--- config.mk ---
export PLATFORM = sky130hd
export DESIGN_NAME = fetch_decode_skid_reg
export DESIGN_NICKNAME = d
export VERILOG_FILES = /design/src/rtl/fetch_decode_skid_reg.sv
export SDC_FILE = /design/constraint.sdc
export NUM_CORES = 1
export LEC_CHECK = 0
export ABC_AREA = 1
export CAP_MARGIN = 20
export CORE_MARGIN = 10
export CORE_UTILIZATION = 46
export CTS_CLUSTER_DIAMETER = 200
export DETAILED_ROUTE_END_ITERATION = 12
export PLACE_DENSITY = 0.77
export SKIP_LAST_GASP = 1
export SLEW_MARGIN = 20
export SYNTH_ARGS = -nofsm -noshare
export SYNTH_HDL_FRONTEND = slang
export SYNTH_SLANG_ARGS = --single-unit
export TNS_END_PERCENT = 20
--- constraint.sdc ---
create_clock -name clk -period 2.65 [get_ports clk]
set_input_delay 0.795 -clock clk [delete_from_list [all_inputs] [get_ports clk]]
set_output_delay 0.795 -clock clk [all_outputs]
set_load 0.005 [all_outputs]
--- src/rtl/fetch_decode_skid_reg.sv ---
// Fetch/decode pipeline register: two-entry queue (head + skid) with per-thread/global
// flush and a saturating count of flushed instructions. in_ready comes straight from a flop.
module fetch_decode_skid_reg #(
    parameter int unsigned INSTR_WIDTH       = 32,
    parameter int unsigned PC_WIDTH          = 32,
    parameter int unsigned THREAD_INDEX_BITS = 3,
    parameter int unsigned CNT_WIDTH         = 8
) (
    input  logic                              clk,
    input  logic                              reset,
    input  logic                              in_valid,
    output logic                              in_ready,
    input  logic [INSTR_WIDTH-1:0]            in_instruction,
    input  logic [PC_WIDTH-1:0]               in_pc,
    input  logic [THREAD_INDEX_BITS-1:0]      in_thread_index,
    output logic                              out_valid,
    input  logic                              out_ready,
    output logic [INSTR_WIDTH-1:0]            out_instruction,
    output logic [PC_WIDTH-1:0]               out_pc,
    output logic [THREAD_INDEX_BITS-1:0]      out_thread_index,
    input  logic                              flush_all,
    input  logic [(2**THREAD_INDEX_BITS)-1:0] flush_mask,
    output logic [1:0]                        occupancy,
    output logic [CNT_WIDTH-1:0]              killed_count
);

    typedef struct packed {
        logic [INSTR_WIDTH-1:0]       instr;
        logic [PC_WIDTH-1:0]          pc;
        logic [THREAD_INDEX_BITS-1:0] thr;
    } entry_t;

    localparam logic [CNT_WIDTH+1:0] CNT_MAX = {2'b00, {CNT_WIDTH{1'b1}}};

    entry_t                 h_q, h_d, s_q, s_d, in_e;
    logic                   h_vld_q, h_vld_d, s_vld_q, s_vld_d;
    logic [CNT_WIDTH-1:0]   killed_q, killed_d;
    logic                   accept, pop, h_hit, s_hit, in_hit;
    logic                   h_live, s_live, in_live;
    logic [1:0]             kills;
    logic [CNT_WIDTH+1:0]   cnt_sum;

    assign in_e   = '{instr: in_instruction, pc: in_pc, thr: in_thread_index};
    assign h_hit  = flush_all | flush_mask[h_q.thr];
    assign s_hit  = flush_all | flush_mask[s_q.thr];
    assign in_hit = flush_all | flush_mask[in_thread_index];

    always_comb begin
        pop     = h_vld_q & out_ready;
        accept  = in_valid & ~s_vld_q;
        h_live  = h_vld_q & ~pop & ~h_hit;
        s_live  = s_vld_q & ~s_hit;
        in_live = accept & ~in_hit;
        kills   = {1'b0, h_vld_q & ~pop & h_hit} + {1'b0, s_vld_q & s_hit}
                + {1'b0, accept & in_hit};

        h_d     = h_q;
        s_d     = s_q;
        h_vld_d = 1'b0;
        s_vld_d = 1'b0;
        // An accept implies S was empty, so a surviving S and a new beat never compete
        if (h_live) begin
            h_vld_d = 1'b1;
            if (s_live) begin
                s_vld_d = 1'b1;
            end else if (in_live) begin
                s_vld_d = 1'b1;
                s_d     = in_e;
            end
        end else if (s_live) begin
            h_vld_d = 1'b1;
            h_d     = s_q;
        end else if (in_live) begin
            h_vld_d = 1'b1;
            h_d     = in_e;
        end

        cnt_sum  = {2'b00, killed_q} + {{CNT_WIDTH{1'b0}}, kills};
        killed_d = (cnt_sum > CNT_MAX) ? '1 : cnt_sum[CNT_WIDTH-1:0];
    end

    always_ff @(posedge clk or negedge reset) begin
        if (!reset) begin
            h_q      <= '0;
            s_q      <= '0;
            h_vld_q  <= 1'b0;
            s_vld_q  <= 1'b0;
            killed_q <= '0;
        end else begin
            h_q      <= h_d;
            s_q      <= s_d;
            h_vld_q  <= h_vld_d;
            s_vld_q  <= s_vld_d;
            killed_q <= killed_d;
        end
    end

    assign in_ready         = ~s_vld_q;
    assign out_valid        = h_vld_q;
    assign out_instruction  = h_q.instr;
    assign out_pc           = h_q.pc;
    assign out_thread_index = h_q.thr;
    assign occupancy        = {1'b0, h_vld_q} + {1'b0, s_vld_q};
    assign killed_count     = killed_q;

endmodule

======== Word level (Yosys, flattened, before mapping) ========
Index checks and enable logic that the tools add are counted.
Widths: inputs -> output; s select.
word-level totals
  flip-flop bits (word level) ............. 144
  input bits .............................. 80
  output and inout port bits .............. 79
  word-level logic and storage cells ...... 52
cells by class
  add/sub/neg operators ................... 4
  magnitude comparators ................... 4
  multiplexer cells ....................... 13
  bitwise logic cells ..................... 19
  reductions and logical operators ........ 3
operator list
  operator            number
  $mux 67             2
  $lt 3x4->1 const B  3
  $add 8x2->9         1
  $and 1x1->1         9
  $bmux 1 s3          3
  $gt 9x8->1 const B  1
  $mux 8              1
  $mux 1              7
  $not 1->1           7
  $add 1x1->2         2
  $or 1x1->1          3
  $reduce_and 3->1    1
  $add 2x1->2         1
  $reduce_and 2->1    1
  $reduce_bool 2->1   1

======== Depth between registers and ports, before layout ========
  word-level depth ........................ 9
  depth in mapped cells ................... 15
  depth with buffers taken out ............ 15

======== Worst setup path before layout ========
OpenSTA, ideal clock, no wires.
  path type ............................... input -> register
  start point ............................. input port in_thread_index[0]
  end point ............................... register killed_q[3], in the netlist killed_count[3]
  setup time .............................. 0.075 ns
  arrival ................................. 2.948 ns
  required time ........................... 2.575 ns
  slack ................................... -0.373 ns
  stages .................................. 14
  buffers on the path ..................... 0
  path through ............................ inv_2 nand2_1 nand3_1 nand3b_1 nand3_1 nand2_1 fa_1 inv_1 ha_1 inv_1 fa_1 nor3_1 nand4_1 nand3_1
between the ends
  longest elaborated chain between the ends .. 8
RTL lines
  element                         line  text
  start: declaration              15    input logic [THREAD_INDEX_BITS-1:0] in_thread_index,
  $bmux 1 s3 *                    46    assign in_hit = flush_all | flush_mask[in_thread_index];
  $mux 1 (implied by the code) *  46
  $or 1x1->1 *                    46
  $and 1x1->1 *                   55    + {1'b0, accept & in_hit};
  $add 2x1->2 *                   55
  $add 8x2->9 *                   78    cnt_sum = {2'b00, killed_q} + {{CNT_WIDTH{1'b0}}, kills};
  $gt 9x8->1                      79    killed_d = (cnt_sum > CNT_MAX) ? '1 : cnt_sum[CNT_WIDTH-1:0];
  $mux 8 *                        79
  net killed_d[3]                 37    logic [CNT_WIDTH-1:0] killed_q, killed_d;
  end signal: assignment          94    killed_q <= killed_d;
  end: declaration                37
Mark *: on every way through the listed nets, which the timed path passes. The rest lies on a longest branch. The select of a mux whose other input is x is not followed.
A chain may end at the register's enable or synchronous reset.

======== Final worst setup path ========
  start point ............................. register h_q (netlist bit out_thread_index[0])
  end point ............................... register killed_q[4], in the netlist killed_count[4]
between the ends
  longest elaborated chain between the ends .. 9
RTL lines
  element                         line  text
  start: declaration              35    entry_t h_q, h_d, s_q, s_d, in_e;
  start signal: assignment        84    h_q <= '0;
  start signal: assignment        90    h_q <= h_d;
  $bmux 1 s3 *                    44    assign h_hit = flush_all | flush_mask[h_q.thr];
  $mux 1 (implied by the code) *  44
  $or 1x1->1 *                    44
  $and 1x1->1 *                   54    kills = {1'b0, h_vld_q & ~pop & h_hit} + {1'b0, s_vld_q & s_hit}
  $add 1x1->2 *                   54
  $add 2x1->2 *                   55
  $add 8x2->9 *                   78
  $gt 9x8->1                      79
  $mux 8 *                        79
  net killed_d[4]                 37
Marked as above.

==> summary.txt <==
GRT
  – Total GRT Usage: around a fifth
  – Vias in the first global route: approximately 6400
  – Global route total overflow: 0
  – First-pass GRT wire length: between 30000 and 40000 um
  – Largest net degree at the start of global routing: around 60
  – Initial antenna violation count: 1

Critical path
  – Nature of the critical path endpoint: flop
  – Crit-path cells: inv_2, nand2_1, nand3_1, nand3_1, nand3_2, nand2_2, fa_1, inv_2, ha_4, inv_2, fa_2, nor3_4, nand4_1, buf_4, o21ai_1
  – Cell mode on critical path: inv_2
  – CP Max Fanout: 6
  – Path depth of the worst reg2reg path: 15
  – Worst path max stage delay: 0.47 ns
  – Slowest CP cell: fa_1
  – Crit start category: flop
  – Worst setup path class: flop to flop
  – FF-to-FF End: killed_count[4]
  – Flop2flop setup slack: -0.008 ns
  – Crit Reg-Reg Startpoint: out_thread_index[0]
  – Crit path arrival time: ~3.0 ns
  – Req. time, crit path: ~3 ns

Route
  – Residual DRC: 0
  – DRT iter0 DRCs: between 400 and 500
  – Pre-antenna DRT Iters: 5
  – Drt total wl: approximately 19000 um
  – Post-route ant nets: 0
  – Per-cell routed wire length: around 15 um
  – Total number of vias: ~6300
  – Via density per instance: slightly below 5

STA
  – Finish-stage setup viols: 2
  – Post-layout min period: between 2 and 3 ns
  – Pins Over Slew Limit: 0
  – Worst relative slew slack: 66.29%
  – Final hold vios: 0
  – Fmax achieved: about 380 MHz
  – Unrepaired setup endpoints after global routing: yes
  – Hold WS: between 0.3 and 0.4 ns
  – Final cycle utilization of the critical path: 100.3%
  – Worst clock skew: approximately 0.0075 ns
  – Setup ws final: -0.008219 ns
  – Slew @ Worst Pin: 0.5056 ns

Power and ir drop
  – Final Power: around 7000 uW
  – Clock power share: ~34%
  – Gate power share: roughly a quarter
  – NetSw: ~1900 uW
  – Sw Share: ~28%
  – Pint: roughly 5000 uW
  – Seq pwr share: approximately two fifths
  – P_leak: about 0.005 uW
  – VDD IR max: ~0.47 mV
  – Power Density: slightly above 700 nW/um^2

CTS
  – Clk sinks: roughly 140
  – CTS max path bufs: 2
  – CTS tree: done
  – Hold-fix buffers at CTS: 0
  – Clock slew at reported path FFs: approximately 0.06 ns
  – Skew-Pair Late Insertion Delay: around 0.42 ns
  – H-Tree Depth: 4
  – Root Buffer: clkbuf_16
  – CTS buffer count: 17

Final layout
  – Finished Layout Cells: around 1300
  – Final Cell Area: 9651 sq um
  – Most frequent cells in the layout: nand2_1 (430), clkdlybuf4s50_1 (143), dfrtp_1 (143), inv_1 (79), nand3_1 (76)
  – Area growth from synthesis to layout: 39.02%
  – Antenna cells: 0
  – Most common cell after layout, fill and taps aside: nand2_1
  – Layout cells sized above 1: 12.49%
  – Nets: around 1200

Status
  – Failing checks: setup timing
  – Status: finished, violations left

Place
  – Port-buffer cells: 158
  – Routability cong.: 0.8650
  – # placed instances: about 1200
  – HPWL after detailed placement: ~13000 um
  – Dpl cell area: slightly below 9000 sq um

Synthesis
  – Synth cell types: 26
  – Synthesized cell area: between 6000 and 7000 sq um
  – Mapped Cells: 904
  – Synth warnings: 0
  – Average size of a mapped cell: ~7.7 sq um
  – Seq cells post-synth: between 100 and 150
  – Post-synth net total: between 900 and 1000
  – Sequential area share after synthesis: between 50 and 60%

Floorplanning
  – Row cnt: between 40 and 50
  – Core area: around 15000 sq um
  – Die footprint: slightly above 20000 sq um
  – Chip height: around 140 um
  – Die width: roughly 140 um
  – Io pins: 159
  – Initial Util: between 40 and 50%

Flow run
  – Max Cap Viol: 0

Min path
  – Hold WC Path Type: input pin to async pin
worst max-delay path: cells and delay by family, from the launching register on:
family                     cells  cell delay (ns)
AOI/OAI and AO/OA              1             0.07
adders and majority gates      3             0.96
buffers and inverters          4             0.40
DFF                            1             0.45
and+or+nand+nor                7             0.71
through the flow:
step	util [%]	TNS [ns]	setup slack [ns]
after floorplan	-	-1.549	-0.2094
after global placement	60.90	-14.51	-1.037
after detailed placement	60.90	-10.33	-1.058
after CTS	65.59	-0.3484	-0.09412
after global routing	65.90	-1.101	-0.1516
final	65.90	-0.01098	-0.008219
cells by family (layout without fill, tap and decap cells):
logic type,count (synthesis),after routing,share of synthesized area [%]
DFF,144,144,51.91
AOI/OAI and AO/OA,76,76,5.533
and+or+nand+nor,538,538,31.85
adders and majority gates,5,5,1.118
buffers and inverters,138,331,9.210
xor gates and xnor gates,3,3,0.3786
power by group through the flow:
stage / Sequential (uW) / Clock [uW] / Combinational, uW
6_report: 2870 / 2320 / 1650
5_1_grt: 2930 / 2450 / 1860
4_1_cts: 2870 / 2360 / 1650
3_5_place_dp: 2890 / 0 / 1610
3_3_place_gp: 2890 / 0 / 1590
2_1_floorplan: 2880 / 0 / 612
cell type report:
cell class / count / area, sq um
Clock buffer: 19 / 452.9
Clock inverter: 11 / 116.4
Fill cell: 1271 / 4994
Inverter: 88 / 337.8
Multi-Input combinational cell: 622 / 2790
Sequential cell: 144 / 3605
Tap cell: 184 / 230.2
Timing Repair Buffer: 213 / 2118
layer usage:
layer | up-vias | track usage, % | share of wire, %
met4 | 0 | 6.135 | 1.5
met3 | 18 | 5.871 | 7.2
met2 | 168 | 31.35 | 47
li1 | 3150 | - | -
met1 | 2979 | 23.30 | 44
met5 | - | 0 | 0
worst max path at each step:
stage,startpoint,to
after floorplan,in_thread_index[0],killed_count[2]
after global placement,in_thread_index[0],killed_count[6]
after detailed placement,in_thread_index[0],killed_count[6]
after CTS,in_thread_index[0],killed_count[6]
after global routing,out_thread_index[0],killed_count[4]
final,out_thread_index[0],killed_count[4]
synth_stat cells:
cell type / count / area, sq um
nand3b_1: 2 / 15.01
a21oi_1: 3 / 15.01
xor2_1: 3 / 26.28
buf_2: 19 / 95.09
nand3_2: 4 / 40.04
nand4_4: 2 / 42.54
nor2_1: 4 / 15.01
nand2_1: 437 / 1640
buf_1: 1 / 3.750
nand3_1: 82 / 410.4
inv_1: 83 / 311.6
o21ai_0: 61 / 305.3
buf_4: 6 / 45.04
clkbuf_1: 14 / 52.55
fa_1: 2 / 40.04
ha_1: 3 / 37.54
or2_2: 2 / 12.51
dfrtp_1: 144 / 3603
nor3_1: 1 / 5.000
nand4_1: 1 / 6.260
a21oi_2: 1 / 8.760
nor2_4: 1 / 11.26
o21ai_1: 11 / 55.05
buf_6: 10 / 112.6
nand2_2: 2 / 12.51
inv_2: 5 / 18.77
flip-flops by register name (all words and copies together), names as in the netlist:
register	flops
out_pc	32
out_instruction	32
s_vld_q	1
s_q	67
killed_count	8
out_valid	1
out_thread_index	3
timing repair:
item / 4_1_cts / 5_1_grt
setup buffers: 13 / 1
endpoints found under the hold margin: 0 / 0
endpoints found under the setup margin: 8 / 8
gates resized for setup: 71 / 8
pin swaps: 17 / 6
No activity file was read; power rests on OpenSTA's default activity.
